[src/rtl/mips_mem_pkg.sv]
`default_nettype none
// ============================================================================
//  Package     : mips_mem_pkg
//  Description : Shared types and helpers for the MEM-stage data-memory
//                access unit: FSM state encoding, default RAM base address
//                and the byte-address to word-offset conversion.
//  Revision    : 1.0 - initial release
// ============================================================================
package mips_mem_pkg;

  typedef enum logic [1:0] {
    IDLE = 2'd0,
    WAIT = 2'd1,
    DONE = 2'd2
  } state_t;

  localparam logic [31:0] BASE_ADDR_DEFAULT = 32'h1001_0000;

  // Word offset of a byte address relative to the RAM base. The caller
  // truncates the result to the RAM index width.
  function automatic logic [31:0] word_offset(input logic [31:0] addr,
                                              input logic [31:0] base);
    logic [31:0] diff;
    diff = addr - base;
    return diff >> 2;
  endfunction

endpackage
`default_nettype wire

[src/rtl/mem_access_unit_if.sv]
`default_nettype none
// ============================================================================
//  Interface   : mem_access_unit_if
//  Description : req/ack data RAM bus between the access unit and the RAM.
//  Signals     : mem_req, mem_we, mem_addr, mem_wdata  (master -> slave)
//                mem_ack, mem_rdata                    (slave  -> master)
//  Revision    : 1.0 - initial release
// ============================================================================
interface mem_access_unit_if #(
  parameter int DATA_WIDTH     = 32,
  parameter int RAM_ADDR_WIDTH = 10
);
  logic                      mem_req;
  logic                      mem_we;
  logic [RAM_ADDR_WIDTH-1:0] mem_addr;
  logic [DATA_WIDTH-1:0]     mem_wdata;
  logic                      mem_ack;
  logic [DATA_WIDTH-1:0]     mem_rdata;

  modport master (
    output mem_req, mem_we, mem_addr, mem_wdata,
    input  mem_ack, mem_rdata
  );

  modport slave (
    input  mem_req, mem_we, mem_addr, mem_wdata,
    output mem_ack, mem_rdata
  );
endinterface
`default_nettype wire

[src/rtl/mem_timeout_counter.sv]
`default_nettype none
// ============================================================================
//  Module      : mem_timeout_counter
//  Description : Counts cycles spent waiting for a RAM ack. expired is high
//                on the TIMEOUT_CYCLES-th consecutive enabled cycle.
//  Ports       : clk, reset (async, high), clear, en -> expired
//  Revision    : 1.0 - initial release
// ============================================================================
module mem_timeout_counter #(
  parameter int TIMEOUT_CYCLES = 16
) (
  input  wire logic clk,
  input  wire logic reset,
  input  wire logic clear,
  input  wire logic en,
  output logic      expired
);
  localparam int CW = (TIMEOUT_CYCLES > 2) ? $clog2(TIMEOUT_CYCLES) : 1;

  logic [CW-1:0] count_q;

  always_ff @(posedge clk or posedge reset) begin
    if (reset) begin
      count_q <= '0;
    end else if (clear) begin
      count_q <= '0;
    end else if (en) begin
      count_q <= count_q + 1'b1;
    end
  end

  // First WAIT cycle sees count 0, so the last allowed cycle sees T-1.
  assign expired = en && (count_q == CW'(TIMEOUT_CYCLES - 1));

endmodule
`default_nettype wire

[src/rtl/mem_access_unit.sv]
`default_nettype none
// ============================================================================
//  Module      : mem_access_unit
//  Description : MEM-stage data-memory controller. Turns load/store requests
//                from EX/MEM into req/ack RAM transactions, stalls the
//                pipeline until completion, and flags misaligned accesses
//                and bus timeouts.
//  Ports       : clk, reset            clock, async active-high reset
//                in_Ctrl_MemRead/Write load / store in EX/MEM
//                in_ALU_Result         effective byte address
//                in_Write_Data         store data
//                bus (master)          RAM req/ack bus
//                out_RAM_Read_Data     registered load result
//                stall                 pipeline freeze
//                misaligned, bus_error one-cycle error pulses
//  Revision    : 1.0 - initial release
// ============================================================================
module mem_access_unit
  import mips_mem_pkg::*;
#(
  parameter int          DATA_WIDTH     = 32,
  parameter int          RAM_ADDR_WIDTH = 10,
  parameter logic [31:0] BASE_ADDR      = BASE_ADDR_DEFAULT,
  parameter int          TIMEOUT_CYCLES = 16
) (
  input  wire logic                  clk,
  input  wire logic                  reset,
  input  wire logic                  in_Ctrl_MemRead,
  input  wire logic                  in_Ctrl_MemWrite,
  input  wire logic [DATA_WIDTH-1:0] in_ALU_Result,
  input  wire logic [DATA_WIDTH-1:0] in_Write_Data,
  mem_access_unit_if.master          bus,
  output logic [DATA_WIDTH-1:0]      out_RAM_Read_Data,
  output logic                       stall,
  output logic                       misaligned,
  output logic                       bus_error
);

  state_t                    state_q;
  logic                      mem_req_q;
  logic                      mem_we_q;
  logic [RAM_ADDR_WIDTH-1:0] mem_addr_q;
  logic [DATA_WIDTH-1:0]     mem_wdata_q;
  logic [DATA_WIDTH-1:0]     rdata_q;
  logic                      misaligned_q;
  logic                      bus_error_q;

  logic                      access_d;
  logic                      aligned_d;
  logic [31:0]               offset_d;
  logic [RAM_ADDR_WIDTH-1:0] mem_addr_d;
  logic                      expired;
  logic                      w_unused_offset;

  assign access_d        = in_Ctrl_MemRead | in_Ctrl_MemWrite;
  assign aligned_d       = (in_ALU_Result[1:0] == 2'b00);
  assign offset_d        = word_offset(in_ALU_Result, BASE_ADDR);
  assign mem_addr_d      = offset_d[RAM_ADDR_WIDTH-1:0];
  assign w_unused_offset = ^offset_d[31:RAM_ADDR_WIDTH];

  mem_timeout_counter #(
    .TIMEOUT_CYCLES(TIMEOUT_CYCLES)
  ) u_timeout (
    .clk    (clk),
    .reset  (reset),
    .clear  (state_q != WAIT),
    .en     (state_q == WAIT),
    .expired(expired)
  );

  always_ff @(posedge clk or posedge reset) begin
    if (reset) begin
      state_q      <= IDLE;
      mem_req_q    <= 1'b0;
      mem_we_q     <= 1'b0;
      mem_addr_q   <= '0;
      mem_wdata_q  <= '0;
      rdata_q      <= '0;
      misaligned_q <= 1'b0;
      bus_error_q  <= 1'b0;
    end else begin
      misaligned_q <= 1'b0;
      bus_error_q  <= 1'b0;
      case (state_q)
        IDLE: begin
          if (access_d && !aligned_d) begin
            misaligned_q <= 1'b1;
          end else if (access_d) begin
            mem_req_q   <= 1'b1;
            // A simultaneous read+write is treated as a store.
            mem_we_q    <= in_Ctrl_MemWrite;
            mem_addr_q  <= mem_addr_d;
            mem_wdata_q <= in_Write_Data;
            state_q     <= WAIT;
          end
        end
        WAIT: begin
          // ack takes priority over an expiry in the same cycle.
          if (bus.mem_ack) begin
            mem_req_q <= 1'b0;
            if (!mem_we_q) begin
              rdata_q <= bus.mem_rdata;
            end
            state_q <= DONE;
          end else if (expired) begin
            mem_req_q   <= 1'b0;
            rdata_q     <= '0;
            bus_error_q <= 1'b1;
            state_q     <= DONE;
          end
        end
        DONE: begin
          // EX/MEM advances at this edge; the finished access is not reissued.
          state_q <= IDLE;
        end
        default: state_q <= IDLE;
      endcase
    end
  end

  // Gated by reset so an abandoned access releases the pipeline at once.
  assign stall = ~reset &
                 (((state_q == IDLE) & access_d & aligned_d) | (state_q == WAIT));

  assign bus.mem_req     = mem_req_q;
  assign bus.mem_we      = mem_we_q;
  assign bus.mem_addr    = mem_addr_q;
  assign bus.mem_wdata   = mem_wdata_q;
  assign out_RAM_Read_Data = rdata_q;
  assign misaligned      = misaligned_q;
  assign bus_error       = bus_error_q;

endmodule
`default_nettype wire
[src/flat_wrapper.sv]
// flat-port wrapper written by rule: the top's interface ports become plain ports
module mem_access_unit_flat import mips_mem_pkg::*;
#(
  parameter int          DATA_WIDTH     = 32,
  parameter int          RAM_ADDR_WIDTH = 10,
  parameter logic [31:0] BASE_ADDR      = BASE_ADDR_DEFAULT,
  parameter int          TIMEOUT_CYCLES = 16
)
  (clk, reset, in_Ctrl_MemRead, in_Ctrl_MemWrite, in_ALU_Result, in_Write_Data, out_RAM_Read_Data, stall, misaligned, bus_error, bus_mem_req, bus_mem_we, bus_mem_addr, bus_mem_wdata, bus_mem_ack, bus_mem_rdata);
  mem_access_unit_if #(.DATA_WIDTH(DATA_WIDTH), .RAM_ADDR_WIDTH(RAM_ADDR_WIDTH)) bus_i ();
  input  wire logic clk;
  input  wire logic reset;
  input  wire logic in_Ctrl_MemRead;
  input  wire logic in_Ctrl_MemWrite;
  input  wire logic [DATA_WIDTH-1:0] in_ALU_Result;
  input  wire logic [DATA_WIDTH-1:0] in_Write_Data;
  output logic [DATA_WIDTH-1:0] out_RAM_Read_Data;
  output logic stall;
  output logic misaligned;
  output logic bus_error;
  output wire logic [$bits(bus_i.mem_req)-1:0] bus_mem_req;
  output wire logic [$bits(bus_i.mem_we)-1:0] bus_mem_we;
  output wire logic [$bits(bus_i.mem_addr)-1:0] bus_mem_addr;
  output wire logic [$bits(bus_i.mem_wdata)-1:0] bus_mem_wdata;
  input wire logic [$bits(bus_i.mem_ack)-1:0] bus_mem_ack;
  input wire logic [$bits(bus_i.mem_rdata)-1:0] bus_mem_rdata;
  assign bus_mem_req = bus_i.mem_req;
  assign bus_mem_we = bus_i.mem_we;
  assign bus_mem_addr = bus_i.mem_addr;
  assign bus_mem_wdata = bus_i.mem_wdata;
  assign bus_i.mem_ack = bus_mem_ack;
  assign bus_i.mem_rdata = bus_mem_rdata;
  mem_access_unit #(.DATA_WIDTH(DATA_WIDTH), .RAM_ADDR_WIDTH(RAM_ADDR_WIDTH), .BASE_ADDR(BASE_ADDR), .TIMEOUT_CYCLES(TIMEOUT_CYCLES)) u_core (.clk(clk), .reset(reset), .in_Ctrl_MemRead(in_Ctrl_MemRead), .in_Ctrl_MemWrite(in_Ctrl_MemWrite), .in_ALU_Result(in_ALU_Result), .in_Write_Data(in_Write_Data), .bus(bus_i), .out_RAM_Read_Data(out_RAM_Read_Data), .stall(stall), .misaligned(misaligned), .bus_error(bus_error));
endmodule
[config.mk]
export PLATFORM = sky130hd
export DESIGN_NAME = mem_access_unit_flat
export DESIGN_NICKNAME = d
export VERILOG_FILES = /design/src/rtl/mips_mem_pkg.sv /design/src/rtl/mem_access_unit_if.sv /design/src/rtl/mem_timeout_counter.sv /design/src/rtl/mem_access_unit.sv /design/src/flat_wrapper.sv
export SDC_FILE = /design/constraint.sdc
export NUM_CORES = 1
export LEC_CHECK = 0
export BUFFER_PORTS_ARGS = -buffer_cell sky130_fd_sc_hd__clkbuf_2
export CORE_AREA = 3 3 76 131
export DETAILED_ROUTE_END_ITERATION = 8
export DIE_AREA = 0 0 79 134
export HOLD_SLACK_MARGIN = 0.06
export PLACE_DENSITY = 0.71
export REMOVE_ABC_BUFFERS = 1
export SYNTH_ARGS = -nofsm -noshare
export SYNTH_HDL_FRONTEND = slang
export SYNTH_HIERARCHICAL = 1
export SYNTH_SLANG_ARGS = --single-unit
[constraint.sdc]
create_clock -name clk -period 2.46 [get_ports clk]
set_input_delay 0.246 -clock clk [delete_from_list [all_inputs] [get_ports clk]]
set_output_delay 0.246 -clock clk [all_outputs]
set_load 0.05 [all_outputs]
# Word level (Yosys, flattened, before mapping)
# Index checks and enable logic that the tools add are counted.
[word_totals]
in_bits = 101
ff_bits = 84
wordCells = 57
[classes]
addsub = 2
muxes = 20
n_eq_ne = 7
n_bitwise = 7
reduce_logical = 12
[ops]
columns = ["op", "count"]
rows = [
  ["2-to-1 mux 32 bit", 3],
  ["subtractor 12 x 1 -> 12 bit, second input constant", 1],
  ["2-to-1 mux 1 bit", 9],
  ["AND reduction 3 bit", 3],
  ["2-to-1 mux 2 bit", 4],
  ["2-to-1 mux 4 bit", 2],
  ["nonzero test 2 bit", 3],
  ["adder 4 x 1 -> 4 bit, second input constant", 1],
  ["equality test 4 bit, second input constant", 1],
  ["zero test 2 bit", 2],
  ["!= test 2 x 1 -> 1 bit, second input constant", 2],
  ["!= test 2 bit, second input constant", 2],
  ["case mux 2 bit (2 select lines)", 1],
  ["AND reduction 4 bit", 1],
  ["AND 1 bit", 3],
  ["!= test 3 x 2 -> 1 bit, second input constant", 1],
  ["equality test 2 x 1 -> 1 bit, second input constant", 1],
  ["logical AND 1 bit", 2],
  ["inverter 1 bit", 2],
  ["OR 1 bit", 2],
  ["case mux 1 bit (2 select lines)", 1],
  ["zero test 1 bit", 1],
]

# Longest topological paths before layout
# Gate-level depths: netlist (run 1).
[logic_depth]
ltp_word = 5
depth_mapped = 9

# Cells and area by module
# The synthesis (run 1) kept the hierarchy.
[modules_own_cells]
columns = ["module", "cells_per_inst", "instances", "area_each_um2"]
rows = [
  ["mem_access_unit", 185, 1, 3141.8],
  ["mem_timeout_counter", 19, 1, 231.5],
]

# Worst setup path after synthesis (run 1)
# OpenSTA, ideal clock, no wires.
[synth_path]
path_kind = "reg-to-output"
start = "register u_core.state_q[0]"
end = "output stall"
slack_ns = 0.192
arrival_time_ns = 2.022
path_stages_with_launch = 5
required_time_ns = 2.214
cell_sequence = "dfrtp_1 > or4b_1 > buf_6 > buf_12 > a21oi_1"
[synth_between]
elab_chain_len = 5
word_cells_on_any_way = 6
cone_classes = "eq/ne: 1; bitwise: 4; reduce/logical: 1"
[synth_lines]
columns = ["element", "line_no", "source"]
rows = [
  ["start: declaration", "mem_access_unit.sv:39", "state_t state_q;"],
  ["start signal: assignment", "mem_access_unit.sv:73", "state_q <= IDLE;"],
  ["start signal: assignment", "mem_access_unit.sv:94", "state_q <= WAIT;"],
  ["start signal: assignment", "mem_access_unit.sv:104", "state_q <= DONE;"],
  ["zero test 2 bit", "mem_access_unit.sv:123", "(((state_q == IDLE) & access_d & aligned_d) | (state_q == WAIT));"],
  ["AND 1 bit (2 in a row)", "mem_access_unit.sv:123", ""],
  ["OR 1 bit *", "mem_access_unit.sv:123", ""],
  ["AND 1 bit *", "mem_access_unit.sv:122", "assign stall = ~reset &"],
  ["end: declaration", "flat_wrapper.sv:18", "output logic stall;"],
]
# Every way passes the cells marked *; elsewhere a longest branch is shown, timed or not.

# Final worst setup path (run 1)
[layout_path]
start = "register u_core.u_timeout.count_q[0]"
end = "register u_core.rdata_q[26] (netlist: u_core/out_RAM_Read_Data[26])"
[layout_between]
elab_chain_len = 4
[layout_lines]
columns = ["element", "line_no", "source"]
rows = [
  ["start: declaration", "mem_timeout_counter.sv:20", "logic [CW-1:0] count_q;"],
  ["start signal: assignment", "mem_timeout_counter.sv:28", "count_q <= count_q + 1'b1;"],
  ["equality test 4 bit", "mem_timeout_counter.sv:33", "assign expired = en && (count_q == CW'(TIMEOUT_CYCLES - 1));"],
  ["logical AND 1 bit", "mem_timeout_counter.sv:33", ""],
  ["named net u_core.expired", "mem_access_unit.sv:52", "logic expired;"],
  ["nonzero test 2 bit (no source line)", "-", ""],
  ["AND reduction 3 bit (no source line)", "-", ""],
  ["end signal: assignment", "mem_access_unit.sv:102", "rdata_q <= bus.mem_rdata;"],
  ["end: declaration", "mem_access_unit.sv:44", "logic [DATA_WIDTH-1:0] rdata_q;"],
]
# The timed path passes the listed nets, and every way through them passes these cells.
# A chain may end at the register's enable or synchronous reset.

==> impl_summary.md, run 1 <==
Logic synthesis
By count the netlist is led by 84 x dfrtp_1, 39 x mux2_4, 32 x a22o_1, 6 x buf_2, 6 x nor2_1. Yosys instantiated no cell more often than dfrtp_1. The cell area that synthesis handed to floorplanning was 3370 um^2. Of the synthesized area, sequential elements account for 0.623. Synthesis handed over a netlist of 204 instances. A synthesized cell averages around 17 um^2. The count of flip-flops with a built-in enable after synthesis is 0. The share of synthesized flip-flops with an asynchronous set or reset is 1.00. Of the post-synthesis cell area, the dominant cell type holds 0.623. The synthesized flop and latch total is 84. The count of distinct cell types in the synthesized netlist is 29. In the synthesized netlist the dominant register cell turns out to be dfrtp_1. Yosys attributes the largest share of cell area to dfrtp_1 62%, mux2_4 17%, a22o_1 8.3%. Of all cell types, the one taking the most synthesized area is dfrtp_1. The count of warnings emitted by yosys is 6.

Floorplanning
In this run the core area contains 46 standard-cell rows. The die outline height is 134 um. 180 I/O pins were placed. The core region area is 9090 um^2. The horizontal die dimension is 79 um. The overall die area is 10,600 um^2. The initial cell density of the core is 0.371.

Run status
The flow ran to the end, and the final reports show no timing, DRC or antenna violations.

Setup path
STA classifies the critical path endpoint as a flip-flop. Traced cell by cell, the critical path runs through ha_1 > and4_1 > nor2_1 > a211o_1 > a22o_1. The classification of the worst setup path is flip-flop to flip-flop. The largest single stage delay on the critical path is 0.79 ns. Counting both buffers and inverters, the worst setup path holds a total of 0.

STA classifies the critical path startpoint as a flip-flop. The endpoint required time on the critical path is approximately 2.7 ns. The cell family contributing the most delay on the critical path is compound AO/OA/AOI/OAI gates.

At the worst endpoint, the arrival time is ~2.5 ns. The largest driver fanout on the critical path is 32. The slowest stage of the critical path is the a211o_1 cell.

Cells and area
For this run, the share of the core covered by cells in the final layout is 0.502. The final non-filler cell total is 492. The net count reported at finish is 470. From synthesis to final layout, the design area changed by 35.3%. The diode insertion count for antenna repair is 0. The number of fillers in the final layout is 826. The share of layout cells above drive strength 1 is 0.618.

Power and ir drop
The power density normalized to cell area is ~1300 nW/um^2. The standby leakage power is approximately 0.0025 uW. Across the VDD grid, the largest voltage drop is 687 uV.

STA
The worst slew slack as a fraction of its limit is 0.355. Setup repair after global routing left no endpoint under its margin. Derived from the worst setup path, the maximum achievable clock frequency is 0.439 GHz. The final setup violation count is 0. The final clock period utilization by the worst path is 0.926. The final-report hold violation count is 0.

For the final routed database, the setup TNS stands at 0 ns. After layout, the worst setup slack is between 0.15 and 0.2 ns. Hold is met by 0.126 ns. The final setup skew is 0.0109 ns.

The transition time at the pin with the least slew margin is 0.968 ns. The count of final max-slew check failures is 0. The routed design could run at a clock period as short as about 2.3 ns.

Place
Routability-driven placement finished with a final weighted congestion of 0.736. Buffers placed on the I/O ports in this run total 159. Summed over all nets, the half-perimeter wirelength after detailed placement is 5630 um.

After detailed placement, the design holds a cell count of 476. The pre-CTS setup slack is 0.181 ns.

Routing
The violation count after the first detailed-routing iteration is 76. The count of nets left with antenna violations once routing finished came out at 0. The count of vias placed by the detailed router is ~2,300.

The via-per-instance ratio is ~4.6. The detailed-routing iteration count for the pre-antenna-repair pass is 4. The total DRC errors in the routed layout is 0.

The routed wire length is 7450 um. The wire length per cell is 15.1 um.

Global route
The initial antenna violation count is 0. Summed over all layers, the global routing overflow is 0. Entering global routing, the biggest net connects 51 pins. The total track usage is 0.147.

The number of global-route vias before repair came to 2,404. The wire length of the first global-routing pass is 12,000 um.

CTS
TritonCTS built the clock tree. Clock-pin slew was measured on the worst setup and hold paths at around 0.06 ns. The maximum clock insertion buffer count is 2. The number of H-tree levels is 3. The tree is rooted in a clkbuf_16. The clock sink count is 84.

The later pin in the worst-skew pair is clocked with a latency of 0.33 ns. Clock tree synthesis inserted a total of 9 buffers.

Hold path
The tightest min-delay check is of the input port to flip-flop type.

Run
The tool flagged a number of max-cap violations equal to 0.
==> state kept, by name (all words and copies together), names as in the netlist <==
signal                    count
u_core/u_timeout/count_q      4
u_core/out_RAM_Read_Data     32
u_core/bus_error              1
u_core/bus.mem_we             1
u_core/bus.mem_addr          10
u_core/bus.mem_req            1
u_core/state_q                2
u_core/misaligned             1
u_core/bus.mem_wdata         32
==> logic make-up (layout without fill, tap and decap cells) <==
| kind of cell | Yosys count | after routing | share of synthesized area |
|---|---|---|---|
| AOI/OAI and AO/OA | 38 | 38 | 0.0946 |
| adders and majority gates | 1 | 1 | 0.00371 |
| muxes | 45 | 45 | 0.193 |
| DFF | 84 | 84 | 0.623 |
| and+or+nand+nor | 19 | 19 | 0.0390 |
| xor gates and xnor gates | 1 | 1 | 0.00260 |
| buffers and inverters | 16 | 184 | 0.0438 |
==> placed cells by master (no fill, tap or decap), types with 2 or more instances in the layout <==
master and instances:
nor2_1 6, mux2_4 39, clkinv_2 3, a22o_1 32, nand2_1 2, mux2_2 5, a21oi_1 3, buf_4 5
dfrtp_1 84, inv_1 2, clkbuf_16 9, clkbuf_8 2, clkbuf_2 159
==> layout make-up <==
cell class	count	area, um^2	area share
multi-input cells	104	1130	0.248
inverters	3	12.5	0.00274
repair buffers	166	863	0.189
well taps	120	150	0.0329
flip-flops and latches	84	2100	0.461
clock buffers	11	253	0.0554
clock inverters	4	48.8	0.0107
==> metal layers <==
metal	vias up	wire length (um)	track usage
li1	1067	-	-
met1	1095	2850	0.173
met2	96	3810	0.233
met3	21	486	0.0470
met4	0	299	0.0870
met5	-	0	0
==> path summary, 6_finish.rpt <==
| kind | start | cells after the start | end | slack, ns |
|---|---|---|---|---|
| max | u_core/u_timeout/count_q[0]$_DFFE_PP0P_ | 5 | u_core/out_RAM_Read_Data[26]$_DFFE_PP0P_ | 0.18 |
| min | bus_mem_rdata[21] | 2 | u_core/out_RAM_Read_Data[21]$_DFFE_PP0P_ | 0.13 |
| max reg2reg | u_core/u_timeout/count_q[0]$_DFFE_PP0P_ | 5 | u_core/out_RAM_Read_Data[26]$_DFFE_PP0P_ | 0.18 |
| min reg2reg | u_core/state_q[1]$_DFFE_PP0P_ | 1 | u_core/state_q[0]$_DFFE_PP0P_ | 0.47 |
| max in group asynchronous | reset | 4 | u_core/out_RAM_Read_Data[14]$_DFFE_PP0P_ | 1.31 |
| min in group asynchronous | reset | 3 | u_core/u_timeout/count_q[2]$_DFFE_PP0P_ | 0.37 |
==> power by group <==
part / switching (uW) / internal, uW
Combinational: 1930 / 760
Sequential: 243 / 1810
Clock: 510 / 834
Total: 2690 / 3400
==> per-stage QoR <==
step / power, uW / area [um^2]
after floorplan: 4120 / 3240
after global placement: 4740 / 4250
after detailed placement: 4780 / 4250
after CTS: 6160 / 4560
after global routing: 6350 / 4560
final: 6090 / 4560
==> worst reg2reg max path, stage by stage (launching register included) <==
cell and delay [ns]:
dfrtp_1 0.42, ha_1 0.25, and4_1 0.22, nor2_1 0.24
a211o_1 0.79, a22o_1 0.29
==> timing repair <==
action	in CTS	in global routing
endpoints found under the hold margin	34	0
gates resized for setup	0	0
hold buffers	1	0
buffers inserted	0	0
Power figures use the tool's default switching activity.
==> run 2, diff against run 1 <==
--- a/config.mk
+++ b/config.mk
@@ -6,11 +6,11 @@
 export NUM_CORES = 1
 export LEC_CHECK = 0
 export BUFFER_PORTS_ARGS = -buffer_cell sky130_fd_sc_hd__clkbuf_2
-export CORE_AREA = 3 3 76 131
+export CORE_AREA = 3 3 70 121
 export DETAILED_ROUTE_END_ITERATION = 8
-export DIE_AREA = 0 0 79 134
+export DIE_AREA = 0 0 73 124
 export HOLD_SLACK_MARGIN = 0.06
-export PLACE_DENSITY = 0.71
+export PLACE_DENSITY = 0.78
 export REMOVE_ABC_BUFFERS = 1
 export SYNTH_ARGS = -nofsm -noshare
 export SYNTH_HDL_FRONTEND = slang
==> constraint.sdc (replaced) <==
create_clock -name clk -period 2.2 [get_ports clk]
set_input_delay 0.22 -clock clk [delete_from_list [all_inputs] [get_ports clk]]
set_output_delay 0.22 -clock clk [all_outputs]
set_load 0.05 [all_outputs]
==> run 2 against run 1 <==
Against the previous run: core utilization grew 9.2 points; final cell count is 6.3% lower; die area is 14% lower; register-to-register slack better by 0.15 ns; highest routed layer unchanged; critical endpoint is now stall; wire length grew 0.56%; hold slack got worse by 0.029 ns; power increased by 11%; non-clock buffer count rose by 1.
==> impl_summary.md, run 2 (synthesis results as in run 1) <==
Floorplanning
The die outline height came to 124 um (-7.5%). The number of core rows is 42 (-8.7%). The overall die area is 9050 um^2 (-14%). The horizontal die dimension is 73 um (-7.6%). The core region area is 7620 um^2 (-16%). The initial cell density of the core came to 0.443 (+0.0718). The I/O pin count is 180 (unchanged).

Setup path
The kind of start point of the critical path is a flip-flop. The largest driver fanout on the critical path is 5 (-84%). The arrival time at the worst endpoint is 1.78 ns (-0.76 ns). The worst-case register-to-register setup slack is 0.33 ns (+0.15 ns). The worst setup path is of the flip-flop to primary output kind.

The worst setup path is captured at a primary output. The endpoint required time on the critical path came to 1.98 ns (-0.74 ns).

Routing
The count of vias placed by the detailed router is 2,293 (+0.61%). The wire length per cell is 16.2 um (+7.3%). The via-per-instance ratio came to 4.97 (+7.4%). The violation count after the first detailed-routing iteration is 65 (-14%). The total DRC errors in the routed layout was 0 (unchanged). The number of nets still failing antenna checks after routing is 0 (unchanged). The routed wire length was 7490 um (+0.56%).

The detailed-routing iteration count for the pre-antenna-repair pass was 4 (unchanged).

STA
The final setup violation count was 0 (unchanged). The count of final max-slew check failures is 0 (unchanged). The post-route worst hold slack is 0.0978 ns (-0.0286 ns). The final clock period utilization by the worst path is 0.908. The final setup skew came to 0.00943 ns (-0.00146 ns). The transition time at the pin with the least slew margin is 0.531 ns (-0.437 ns). The worst slew slack as a fraction of its limit is 0.646 (+0.291). Static timing analysis puts the maximum clock frequency at roughly 0.50 GHz.

The final-report hold violation count is 0 (unchanged). The clock period could shrink to 2.00 ns. Setup repair after global routing left no endpoint under its margin.

CTS
The number of H-tree levels was 3 (unchanged). The clock sink count was 84 (unchanged). The maximum clock insertion buffer count was 2 (unchanged).

The clock insertion delay at the later pin of the skew report is 0.33 ns (about the same). The number of resized instances in the post-cts repair step was 0 (unchanged). The clock input transition at the sequential cells of the worst setup and hold paths was 0.06 ns (about the same). The root buffer cell chosen for the clock tree is clkbuf_16.

The clock tree from TritonCTS is built. The TritonCTS buffer count is 9 (unchanged).

Power and ir drop
The power density normalized to cell area came to 1500 nW/um^2 (+12%). The worst IR drop on VDD was 793 uV (+15%). The standby leakage power is 0.00247 uW (-0.38%).

Place
The placer's final routability congestion estimate is 0.735 (about the same). The total of buffers placed on input and output ports was 159 (unchanged). The sum of net half-perimeters after detailed placement is 5640 um (+0.10%). The number of placed cells counting well taps is 445 (-6.5%).

Cells and area
Compared with the post-synthesis result, the final layout area differs by 34.1%. The top cell types in the final layout, fill and taps aside, are 159 x clkbuf_2, 84 x dfrtp_1, 39 x mux2_4. The utilization after layout is 0.593 (+0.0916). The diode insertion count for antenna repair was 0 (unchanged). Leaving out fill and tap cells, the most frequent cell in the layout is clkbuf_2.

The storage element area was 2100 um^2 (unchanged). The area of the multi-input gates is 1130 um^2 (unchanged). The final non-filler cell total was 461 (-6.3%).

The share of layout cells above drive strength 1 is 0.617 (-0.00166). The net count reported at finish is 471 (+0.21%). The number of fillers in the final layout came to 632 (-23%).

Global route
The total track usage is 0.166 (+0.0187). The initial antenna violation count is 0 (unchanged). The final global-route overflow total is 0 (unchanged). The pin count of the biggest net entering global routing is 52 (+2.0%). The wire length of the first global-routing pass is 11,400 um (-5.4%).

The number of global-route vias before repair is 2,394 (-0.42%).

Run status
The run finished with clean final reports.

Hold path
The tightest min-delay check is of the input port to flip-flop type.

Run
The max capacitance violation total was 0 (unchanged).
[run 2: cell types whose count changed in the layout (fill, tap and decap cells not counted)]
cell / before / now
clkinvlp_4: 0 / 2
clkinv_2: 3 / 2
buf_4: 5 / 6
clkbuf_1: 0 / 1
clkinv_4: 1 / 0
clkbuf_8: 2 / 1
[run 2: path summary, 6_finish.rpt]
| path | startpoint | end | cells past startpoint |
|---|---|---|---|
| hold / removal | bus_mem_rdata[26] | u_core/out_RAM_Read_Data[26]$_DFFE_PP0P_ | 2 |
| max in group asynchronous | reset | u_core/misaligned$_DFF_PP0_ | 4 |
| setup / recovery | u_core/state_q[0]$_DFFE_PP0P_ | stall | 3 |
| min in group asynchronous | reset | u_core/u_timeout/count_q[1]$_DFFE_PP0P_ | 3 |
| setup reg to reg | u_core/u_timeout/count_q[0]$_DFFE_PP0P_ | u_core/out_RAM_Read_Data[2]$_DFFE_PP0P_ | 6 |
| hold reg to reg | u_core/state_q[1]$_DFFE_PP0P_ | u_core/state_q[0]$_DFFE_PP0P_ | 1 |
[run 2: through the flow]
| stage | instance area, um^2 | TNS [ns] | power (uW) | setup slack (ns) |
|---|---|---|---|---|
| after global placement | 4220 | 0 | 5290 | 0.415 |
| after floorplan | 3240 | -16.46 | 4610 | -0.881 |
| after detailed placement | 4220 | 0 | 5350 | 0.325 |
| after global routing | 4520 | 0 | 7050 | 0.114 |
| final | 4520 | 0 | 6780 | 0.202 |
| after CTS | 4520 | 0 | 6850 | 0.171 |
[run 2: power by group]
part / internal, uW / leakage (uW) / switching [uW] / total [uW]
logic: 853 / 0.00130 / 2160 / 3010
clock network: 901 / 0.000138 / 561 / 1460
registers: 2020 / 0.00104 / 283 / 2300
[run 2: layout make-up]
class / count / share of cell area
clock buffers: 11 / 0.0537
repair buffers: 167 / 0.193
clock inverters: 4 / 0.0111
well taps: 88 / 0.0243
flip-flops and latches: 84 / 0.465
inverters: 3 / 0.00277
multi-input cells: 104 / 0.251
[run 2: layer usage]
layer  share of wire  track usage  vias to the layer above
met5               0            0                        -
met4           0.034       0.0958                        0
li1                -            -                     1072
met1            0.36        0.183                     1096
met2            0.54        0.279                      106
met3           0.068       0.0460                       19
[run 2: repair_timing]
action | in CTS | in global routing
setup endpoints to repair | 0 | 0
buffers inserted | 0 | 0
hold buffers | 1 | 0
hold endpoints to repair | 33 | 0
[run 2: critical path, stage by stage (launching register included)]
cell and delay (ns):
dfrtp_1 0.41, or4b_4 0.57, a21oi_1 0.17, clkbuf_2 0.30
